## config.mk

```make
export PLATFORM = sky130hd
export DESIGN_NAME = handshake_const_sink
export DESIGN_NICKNAME = d
export VERILOG_FILES = /design/src/rtl/handshake_const_sink.sv
export SDC_FILE = /design/constraint.sdc
export NUM_CORES = 1
export LEC_CHECK = 0
export BUFFER_PORTS_ARGS = -buffer_cell sky130_fd_sc_hd__buf_4
export CORE_UTILIZATION = 50
export DETAILED_ROUTE_END_ITERATION = 12
export GPL_TIMING_DRIVEN = 0
export PLACE_DENSITY = 0.79
export SYNTH_ARGS = -nofsm -noshare
export SYNTH_HDL_FRONTEND = slang
export SYNTH_SLANG_ARGS = --single-unit
```

## constraint.sdc

```tcl
create_clock -name clk -period 2.8 [get_ports clk]
set_clock_uncertainty 0.15 [all_clocks]
set_input_delay 0.28 -clock clk [delete_from_list [all_inputs] [get_ports clk]]
set_output_delay 0.28 -clock clk [all_outputs]
set_load 0.02 [all_outputs]
```

## src/rtl/handshake_const_sink.sv

```systemverilog
// handshake_const_sink: batches accepted data tokens into control tokens; comparator enabled by HANDSHAKE_CONST_SINK_CHECK_EN
module handshake_const_sink #(
    parameter int                    DATA_WIDTH  = 32,
    parameter logic [DATA_WIDTH-1:0] EXPECTED    = '0,
    parameter int                    TOKEN_COUNT = 4,
    parameter int                    CNT_WIDTH   = 16
) (
    input  logic                  clk,
    input  logic                  rst,
    input  logic [DATA_WIDTH-1:0] ins,
    input  logic                  ins_valid,
    output logic                  ins_ready,
    output logic                  ctrl_valid,
    input  logic                  ctrl_ready,
    output logic [CNT_WIDTH-1:0]  count,
    output logic                  mismatch,
    output logic [DATA_WIDTH-1:0] last_value
);
    typedef enum logic {ACCEPT, EMIT} state_t;
    localparam logic [CNT_WIDTH-1:0] LAST = CNT_WIDTH'(TOKEN_COUNT - 1);
    state_t               state, state_nxt;
    logic [CNT_WIDTH-1:0] batch, batch_nxt;
    logic                 in_fire;
    assign ins_ready  = state == ACCEPT;
    assign ctrl_valid = state == EMIT;
    assign in_fire    = ins_valid && ins_ready;
    // state and batch counter registers
    always_ff @(posedge clk or negedge rst)
        if (!rst) begin
            state <= ACCEPT;
            batch <= '0;
        end else begin
            state <= state_nxt;
            batch <= batch_nxt;
        end
    // batch completion moves to EMIT; output fire returns to ACCEPT
    always_comb begin
        state_nxt = state;
        batch_nxt = batch;
        if (in_fire) begin
            batch_nxt = batch == LAST ? '0 : batch + 1'b1;
            state_nxt = batch == LAST ? EMIT : ACCEPT;
        end else if (ctrl_valid && ctrl_ready)
            state_nxt = ACCEPT;
    end
    // saturating total count and last accepted token
    always_ff @(posedge clk or negedge rst)
        if (!rst) begin
            count      <= '0;
            last_value <= '0;
        end else if (in_fire) begin
            count      <= count == '1 ? count : count + 1'b1;
            last_value <= ins;
        end
`ifdef HANDSHAKE_CONST_SINK_CHECK_EN
    // sticky flag for any accepted token that differs from EXPECTED
    always_ff @(posedge clk or negedge rst)
        if (!rst)
            mismatch <= 1'b0;
        else if (in_fire && ins != EXPECTED)
            mismatch <= 1'b1;
`else
    logic unused_expected;
    assign unused_expected = ^EXPECTED;
    assign mismatch        = 1'b0;
`endif
endmodule

```

# After elaboration in Yosys (flattened, before gate mapping)
# Cells that the tools add are included.
# word_totals
inputBits,36
mem_bits_rw,0
elab_cells,18
ff_bits,65
latchBits,0
n_memories,0
rom_bits,0
out_inout_bits,51
# op_classes
n_bitwise,2
n_eq_ne,2
addsub,2
multipliers,0
muxes,4
n_shift,0
div,0
reduce_logical,4
order_cmp,0
# ops
op,count
$add 16x1->16 const B,2
$eq 16x16->1 const B,1
$eq 16x2->1 const B,1
$mux 16,1
$mux 1,3
$logic_and 1x1->1,2
$not 1->1,2
$reduce_and 2->1,1
$reduce_bool 2->1,1

# Logic depth before layout (Yosys ltp)
# depth
ltp_word,3
ltp_mapped,5
ltp_nobuf,5

# Worst setup path after synthesis
# No wires, ideal clock.
# synth_path
path_type,register to register
start,register count[0]
end,register count[1]
n_path_buf,0
synth_period_minus_slack_ps,1960
required_time_ps,2525
path_stages_with_launch,5
path_slack_ps,840
t_arrival_ps,1685
setup_time_ps,125
path_cell_list,dfrtp_1 ha_1 nand4_1 o41a_1 mux2_4
# synth_between
elab_chain_len,3
elab_cells_between_ends,4
cone_classes,add/sub: 1; eq/ne: 1; bitwise: 1; reduce/logical: 1
# synth_lines
item,line_no,source
"start, declared",15,"output logic [CNT_WIDTH-1:0] count,"
"start signal, assigned",52,count <= count == '1 ? count : count + 1'b1;
"parallel branches: the longest is 3 deep, another holds $add 16x1->16",-,
# Parallel ways; which one is timed is not known.
# A chain may end at the register's enable or synchronous reset.

# Worst setup path in the final report
# Same ends and word-level chain as after synthesis.

==> summary.txt <==
Min path
  • WHS Path Cells: 4
  • Worst hold path startpoint: ins_valid
  • Worst min path class: primary input to flop
  • Worst hold endpoint: count[0]$_DFFE_PN0P_

Finish
  • Layout cell share with drive strength beyond 1: 25.9%
  • Final cell area excluding filler cells: 4040 sq um
  • # nets final: 444
  • # fillers: 365
  • Commonest non-fill, non-tap cell in the layout: nand2_1
  • Storage cell area: 1630 sq um
  • Multi-input combinational cell area: 1070 sq um
  • Most frequent cells in the layout: 109 x nand2_1, 86 x buf_4, 65 x dfrtp_1
  • N_diodes: 0
  • Area delta synth->final: 47.1%

Floorplan
  • # rows: 26
  • Die footprint: 5800 sq um
  • Core area: 5200 sq um
  • DIE HEIGHT: 76.1 microns
  • IO Pins: 87
  • Die width: 76.1 microns
  • Starting Density: 52.8%

Synth
  • Synth Cell Area: 2750 sq um
  • Yosys cell types: 30
  • Net Count, Synth: 314
  • #FFs+latches synth: 65
  • Synth Warn #: 0
  • Async set-or-reset flop fraction in the synthesized netlist: 100%
  • Sequential area share after synthesis: 59.2%
  • Post-Syn Area per Cell: 9.96 sq um
  • Ys flop type: dfrtp_1
  • Synth Instances: 276
  • EDFF count, synth: 0

Critical path
  • Kind of critical path: flop to flop
  • WP data arrival: 2100 ps
  • Crit Reg-Reg Startpoint: count[0]$_DFFE_PN0P_
  • Setup crit start kind: flop
  • R2R setup slack: 780 ps
  • Req. time, crit path: 2870 ps
  • Crit Path Max Fanout: 7
  • Setup crit end kind: flop
  • Worst r2r dst: count[1]$_DFFE_PN0P_
  • R2R cell count: 4

CTS
  • Htree depth: 3
  • Setup bufs post-CTS: 0
  • Post-CTS sizing: 0
  • TritonCTS Sinks: 65
  • Clk_lat worst skew: 340 ps
  • CTS tree: done
  • TritonCTS Buffers: 9
  • Root Buffer: clkbuf_8
  • Max Root-Sink Buffers: 2
  • Clk pin slew, worst setup/hold paths: 70 ps

STA
  • Final setup violation count: 0
  • Hold Vio Cnt, Final: 0
  • Worst Tran Pin Value: 786 ps
  • Hold_ws: 278 ps
  • RSZ-0062 raised after global routing: no
  • Setup tns final: 0 ps
  • Fmax: 494 MHz
  • Final worst path period share: 72.3%
  • Fin crit period: 2020 ps
  • Final Slew Violations: 0
  • Headroom to the max-slew limit: 47.6%

Placed design
  • DP Area: 3470 sq um
  • Detailed placer's ending HPWL: 4200 microns
  • Placer Congestion: 0.801
  • PortBufs: 85

Routing
  • Routed WL: 6910 microns
  • DR iter-0 viols: 118
  • Routed len/inst: 14.4 microns
  • Post-route ant nets: 0
  • Via density: 5.00
  • Routed vias: 2402
  • Remaining DRCs: 0
  • Pre-antenna DRT Iters: 4

Run status
  • Status: completed

Job
  • Max_cap viols: 0

GRT
  • Met1 usage: 30.0%
  • M3 GR Usage: 5.39%
  • GR peak layer: met2
  • M2 GR Usage: 43.4%
  • Initial antenna violation count: 0
  • Largest net degree at the start of global routing: 66
  • First-pass GRT wire length: 11400 microns
  • Global route total overflow: 0
  • Vias in the first global route: 2440
  • GRT Util Overall: 25.1%

Pwr
  • PwrDens: 687 nW/um^2
  • Leakage power: 2.06 nW
  • VDD IR max: 0.387 mV
repair_timing:
action	CTS	global route
hold buffers	34	0
setup endpoints to repair	0	0
endpoints found under the hold margin	98	0
how the worst max path moves through the flow:
stage / startpoint / endpoint / slack (ps)
after global routing: count[0]$_DFFE_PN0P_ / count[1]$_DFFE_PN0P_ / 670
final: count[0]$_DFFE_PN0P_ / count[1]$_DFFE_PN0P_ / 780
after global placement: count[0]$_DFFE_PN0P_ / count[1]$_DFFE_PN0P_ / 820
after detailed placement: count[0]$_DFFE_PN0P_ / count[1]$_DFFE_PN0P_ / 820
after CTS: count[0]$_DFFE_PN0P_ / count[1]$_DFFE_PN0P_ / 790
after floorplan: count[0]$_DFFE_PN0P_ / count[1]$_DFFE_PN0P_ / 840
flip-flops by register name (all words and copies together) (netlist names):
signal and flops:
batch 16, count 16, ctrl_valid 1, last_value 32
stage by stage:
step	instances	total power (W)	util [%]	setup WS (ps)
global route	480	0.00290	77.7	668
detailed placement	431	0.00183	66.7	825
finish	480	0.00278	77.7	776
CTS	480	0.00278	77.7	792
global placement	431	0.00180	66.7	823
floorplan	276	0.00155	-	840
routing by layer:
metal	vias up	wire length, microns
met5	-	0
li1	1159	-
met3	15	322
met4	0	136
met1	1147	2880
met2	81	3570
final cells by class:
cell class,count,area share (%)
clock inverters,2,1.49
repair buffers,119,24.2
clock buffers,13,4.18
flip-flops and latches,65,40.2
inverters,3,0.279
multi-input cells,199,26.5
well taps,70,2.17
plain buffers,9,0.959
synthesized netlist by cell type (3+ instances only):
library cell | number | area share [%]
nand2_1 | 109 | 15
dfrtp_1 | 65 | 59
xnor2_1 | 20 | 6.4
nand3_1 | 11 | 2.0
nand4_1 | 9 | 2.0
xor2_1 | 8 | 2.6
nor2_1 | 7 | 0.96
nor3_1 | 6 | 1.1
buf_1 | 5 | 0.68
nor4_1 | 5 | 1.1
and3_1 | 3 | 0.68
inv_1 | 3 | 0.41
cell families after synthesis:
| logic type | count (synthesis) | synth area share, % |
|---|---|---|
| multiplexers | 1 | 0.546 |
| XOR/XNOR | 28 | 8.93 |
| other | 1 | 0.136 |
| AO/OA/AOI/OAI | 6 | 2.32 |
| flip-flops | 65 | 59.2 |
| adder cells (fa/ha/maj) | 2 | 0.911 |
| buffers and inverters | 12 | 1.82 |
| AND/OR/NAND/NOR | 161 | 26.1 |
power by group:
part           switching [W]  internal (W)  total (W)  leakage (nW)
Clock               0.000344      0.000570   0.000914         0.116
Sequential          0.000149       0.00108    0.00123         0.826
Combinational       0.000332      0.000305   0.000637          1.12
critical path: stages (launching register included):
cell and delay [ps]:
dfrtp_1 410, ha_1 210, nand4_1 270, o41a_1 520
mux2_4 340
No activity file was read; power rests on OpenSTA's default activity.
